[config.mk]
export PLATFORM = sky130hd
export DESIGN_NAME = gpi_link_arbiter
export DESIGN_NICKNAME = d
export VERILOG_FILES = /design/src/rtl/gpi_link_arbiter.sv
export SDC_FILE = /design/constraint.sdc
export NUM_CORES = 1
export LEC_CHECK = 0
export BUFFER_PORTS_ARGS = -buffer_cell sky130_fd_sc_hd__buf_2
export CORE_ASPECT_RATIO = 1.4
export CORE_MARGIN = 1
export CORE_UTILIZATION = 43
export CTS_CLUSTER_SIZE = 10
export DETAILED_ROUTE_END_ITERATION = 10
export GPL_TIMING_DRIVEN = 0
export PLACE_DENSITY = 0.73
export SLEW_MARGIN = 20
export SYNTH_ARGS = -nofsm -noshare
export SYNTH_HDL_FRONTEND = slang
export SYNTH_SLANG_ARGS = --single-unit
[constraint.sdc]
create_clock -name clk -period 1.8 [get_ports clk]
set_clock_uncertainty 0.1 [all_clocks]
set_input_delay 0.36 -clock clk [delete_from_list [all_inputs] [get_ports clk]]
set_output_delay 0.36 -clock clk [all_outputs]
set_load 0.005 [all_outputs]
[src/rtl/gpi_link_arbiter.sv]
// Two-requester round-robin arbiter driving a strobed GPO/ACK link.
// Each accepted word is held on GPO for a setup phase, an ACK-high phase
// and a hold phase; the receiver captures GPO on the falling edge of ACK.
module gpi_link_arbiter #(
  parameter int unsigned SETUP_CYC = 2,
  parameter int unsigned HIGH_CYC  = 4,
  parameter int unsigned HOLD_CYC  = 2
) (
  input  logic        clk,
  input  logic        reset,
  input  logic        req0_valid,
  input  logic [22:0] req0_data,
  output logic        req0_ready,
  input  logic        req1_valid,
  input  logic [22:0] req1_data,
  output logic        req1_ready,
  output logic [22:0] GPO,
  output logic        ACK,
  output logic        busy,
  output logic        last_grant
);

  typedef enum logic [1:0] {
    IDLE,
    SETUP,
    STROBE,
    HOLD
  } state_t;

  localparam logic [7:0] SETUP_LAST = 8'(SETUP_CYC - 1);
  localparam logic [7:0] HIGH_LAST  = 8'(HIGH_CYC - 1);
  localparam logic [7:0] HOLD_LAST  = 8'(HOLD_CYC - 1);

  state_t     state;
  logic [7:0] cnt;
  logic       grant;
  logic       any_valid;

  assign any_valid = req0_valid | req1_valid;

  // Round-robin pick: on contention the requester not served last wins
  always_comb begin
    grant = 1'b0;
    if (req0_valid && req1_valid) begin
      grant = ~last_grant;
    end else if (req1_valid) begin
      grant = 1'b1;
    end
  end

  // Readys are only offered while idle; reset is folded in because the
  // state register sits at IDLE throughout reset.
  assign req0_ready = ~reset & (state == IDLE) & req0_valid & ~grant;
  assign req1_ready = ~reset & (state == IDLE) & req1_valid &  grant;
  assign busy       = (state != IDLE);

  // Transfer sequencer: load word, setup, strobe ACK, hold, back to idle
  always_ff @(posedge clk or posedge reset) begin
    if (reset) begin
      state      <= IDLE;
      cnt        <= '0;
      GPO        <= '0;
      ACK        <= 1'b0;
      last_grant <= 1'b1;
    end else begin
      case (state)
        IDLE: begin
          if (any_valid) begin
            GPO        <= grant ? req1_data : req0_data;
            last_grant <= grant;
            state      <= SETUP;
            cnt        <= '0;
          end
        end
        SETUP: begin
          if (cnt == SETUP_LAST) begin
            state <= STROBE;
            ACK   <= 1'b1;
            cnt   <= '0;
          end else begin
            cnt <= cnt + 8'd1;
          end
        end
        STROBE: begin
          if (cnt == HIGH_LAST) begin
            state <= HOLD;
            ACK   <= 1'b0;
            cnt   <= '0;
          end else begin
            cnt <= cnt + 8'd1;
          end
        end
        HOLD: begin
          if (cnt == HOLD_LAST) begin
            state <= IDLE;
            cnt   <= '0;
          end else begin
            cnt <= cnt + 8'd1;
          end
        end
        default: begin
          state <= IDLE;
          cnt   <= '0;
          ACK   <= 1'b0;
        end
      endcase
    end
  end

endmodule

==> metrics.md <==
| Metric | Value |
|---|---|
| Outcome | `finished with violations` |
| Failing checks | `design-rule violations, negative setup slack` |
| Clock transition at path regs | `70 ps` |
| Detailed placement HPWL | `3.139 mm` |
| Pin count of the biggest net entering global routing | `19` |
| Crit. End Element | `primary output` |
| Synth Net Count | `245` |
| Largest family of logic cells by synthesized area | `compound AO/OA/AOI/OAI gates` |
| First-pass GRT wire length | `7.603 mm` |
| Hold slack | `80.66 ps` |
| Power per cell area | `1458 nW/um^2` |
| Final hold violations | `0` |
| Critical path class | `flip-flop to primary output` |
| Busiest metal layer after global routing | `met2` |
| Period Utilization, post-route | `102.6%` |
| Seq/Total Area, Yosys | `47.53%` |
| Gr usage total | `21.71%` |
| Nets | `344` |
| Vias in the first global route | `1736` |
| Min cycle time layout | `1847 ps` |
| Origin of the critical flop-to-flop path | `cnt[5]` |
| CTS tree | `done` |
| Max_cap viols | `0` |
| M3 GR Usage | `4.862%` |
| Core area | `4020 sq um` |
| CTS sink count | `35` |
| Worst Path Required | `1340 ps` |
| Worst reg2reg setup slack | `-20 ps` |
| Met1 Use GR | `24.48%` |
| Synth Register Bits | `35` |
| R2R cell count | `5` |
| Slew HR | `43.98%` |
| I/O Pins | `78` |
| Die area | `4562 sq um` |
| Max Slew Vio Count | `0` |
| Peak Freq | `0.5416 GHz` |
| Diode count | `0` |
| Post-Synth Simple-Gate Area | `15.39%` |
| Post-Route WL | `4.695 mm` |
| Synth Area in Compound Gates | `15.46%` |
| Worst-Skew Late Latency | `280 ps` |
| XOR/XNOR share of the synthesized area | `0%` |
| Post-Syn Instances | `188` |
| Unrepaired setup endpoints after global routing | `yes` |
| Crit path max fanout | `5` |
| Synth Area in Adders | `4.746%` |
| Wire length per cell | `14.18 microns` |
| VDD IR max | `1.010 mV` |
| Mapped Area | `1846 sq um` |
| Initial Utilization | `45.91%` |
| Initial antenna violation count | `0` |
| R2r endpoint | `state[1]` |
| Layout cells sized above 1 | `44.44%` |
| Worst-case clock buffer depth | `2` |
| Number of port buffers | `77` |
| Clk root buf | `clkbuf_8` |
| RePlAce Congestion | `0.8512` |
| Row Count | `27` |
| DR pass1 iterations | `7` |
| Post-route cell area | `2634 sq um` |
| Hold Crit Class | `input pin to async pin` |
| GR Layer Usage met2 | `39.65%` |
| Arrival time worst endpoint | `1390 ps` |
| Num CTS Buffers | `5` |
| Drt drc | `9` |
| Yosys cell types | `33` |
| Post-synthesis mux area share | `13.63%` |
| Leakage power | `1.330 nW` |
| Grt ovf | `0` |
| Vias | `1743` |
| First-iteration detailed-routing DRC count | `57` |
| Worst Tran Pin Value | `835.7 ps` |
| Synth warn | `0` |
| Via density | `5.266` |
| # setup viols final | `3` |
| Final ANT Viol Nets | `0` |
| H-tree lvl count | `2` |
| Fin worst setup slack | `-46.51 ps` |
| Die height | `79.52 microns` |
| Die Width | `57.37 microns` |
| Syn Area/Cell | `9.817 sq um` |
| Area Growth Syn to Fin | `42.71%` |
| Placed Area | `2295 sq um` |
| Critical Path Start Type | `flip-flop` |
==> cell usage in the layout (no fill, tap or decap), types with 2 or more instances in the layout <==
| cell type | instances |
|---|---|
| nor4_4 | 2 |
| buf_6 | 2 |
| inv_2 | 2 |
| nand3_1 | 2 |
| a31oi_1 | 3 |
| dfrtp_2 | 2 |
| nor2_1 | 4 |
| nor2b_1 | 3 |
| nor3_1 | 2 |
| mux2i_1 | 24 |
| clkbuf_2 | 4 |
| ha_1 | 6 |
| o21ai_1 | 3 |
| buf_2 | 76 |
| dfrtp_1 | 32 |
| o21ai_0 | 28 |
| buf_4 | 15 |
| nand2_1 | 37 |
| a311oi_4 | 2 |
| o22ai_1 | 4 |
| inv_1 | 4 |
| o211ai_1 | 2 |
| clkbuf_8 | 6 |
==> per-stage QoR <==
stage                     total power [mW]  instances  worst slack [ps]  util (%)  TNS [ps]
final                                3.840        331            -46.51     65.52    -89.41
after detailed placement             2.702        308            -391.0     57.08     -3691
after global placement               2.645        308            -379.3     57.08     -3014
after floorplan                      2.140        188             17.26         -         0
after CTS                            3.687        328            -71.43     63.83    -301.7
after global routing                 4.132        331            -97.49     65.52    -328.6
==> how the worst max path moves through the flow <==
stage                   from         end  slack, ps  cells past startpoint
finish              state[0]  req0_ready        -50                      5
global route        state[1]  req0_ready       -100                      5
CTS                 state[1]      cnt[4]        -70                      6
detailed placement     reset  req1_ready       -390                      4
global placement       reset  req1_ready       -380                      4
floorplan             cnt[7]    state[1]         20                      4
==> sequential cells by signal, indices dropped and copies added (netlist names) <==
name        count
last_grant      1
state           2
cnt             8
ACK             1
GPO            23
==> final cells by class <==
cell class	count	area [sq um]
well taps	43	53.80
clock buffers	6	82.58
plain buffers	5	35.03
repair buffers	93	515.5
fillers	330	1386
inverters	8	36.28
clock inverters	2	35.03
repair inverters	1	5.005
flip-flops and latches	35	879.6
multi-input cells	138	991.0
==> timing repair <==
item	4_1_cts	5_1_grt
cloned	1	0
gates resized for setup	18	15
pin swaps	5	4
setup endpoints to repair	32	28
setup buffers	11	5
hold buffers	0	0
==> cells by family (layout without fill, tap and decap cells) <==
| kind of cell | Yosys count | after routing |
|---|---|---|
| simple gates | 59 | 59 |
| flops | 35 | 35 |
| mux | 25 | 25 |
| buf+inv | 15 | 115 |
| compound gates | 47 | 47 |
| fa+ha+maj | 7 | 7 |
==> cells in the mapped netlist <==
cell type / count / area, sq um
mux2i_1: 24 / 240.2
a31oi_1: 3 / 18.77
nor3_2: 1 / 10.01
nand3_1: 2 / 10.01
and3_2: 1 / 7.510
a41oi_1: 1 / 8.760
ha_1: 7 / 87.58
buf_2: 3 / 15.01
inv_1: 8 / 30.03
nor3_1: 2 / 10.01
dfstp_2: 1 / 26.28
a211oi_2: 1 / 12.51
nor2_1: 6 / 22.52
o21a_1: 1 / 7.510
and4_1: 1 / 8.760
o21ai_0: 28 / 140.1
a21oi_1: 1 / 5.000
nand4_1: 1 / 6.260
nand2_1: 37 / 138.9
nor2b_1: 3 / 18.77
and3_1: 1 / 6.260
and2_2: 1 / 7.510
nor4_4: 1 / 21.27
nand3_2: 1 / 10.01
a311oi_2: 2 / 30.03
nor4_1: 1 / 6.260
clkbuf_1: 4 / 15.01
mux2_1: 1 / 11.26
o21ai_1: 3 / 15.01
a21boi_0: 1 / 7.510
o22ai_1: 4 / 25.02
dfrtp_1: 34 / 850.8
o211ai_1: 2 / 15.01
==> layer usage <==
layer / vias up / share of wire, % / wire, microns
li1: 860 / - / -
met1: 813 / 40 / 1873
met2: 62 / 52 / 2454
met3: 8 / 6.1 / 285
met4: 0 / 1.7 / 82
met5: - / 0 / 0
==> critical path, cell delays in order (launching register included) <==
cell and delay (ps):
dfrtp_1 390, inv_2 110, ha_4 180, inv_4 50, nor4_4 230, buf_2 150
==> power by group <==
part	internal, mW	total (mW)	switching (mW)
combinational	0.873	1.83	0.958
clock	0.448	0.734	0.286
sequential	1.11	1.28	0.167
Note: power is estimated with default switching activity, not from simulation.
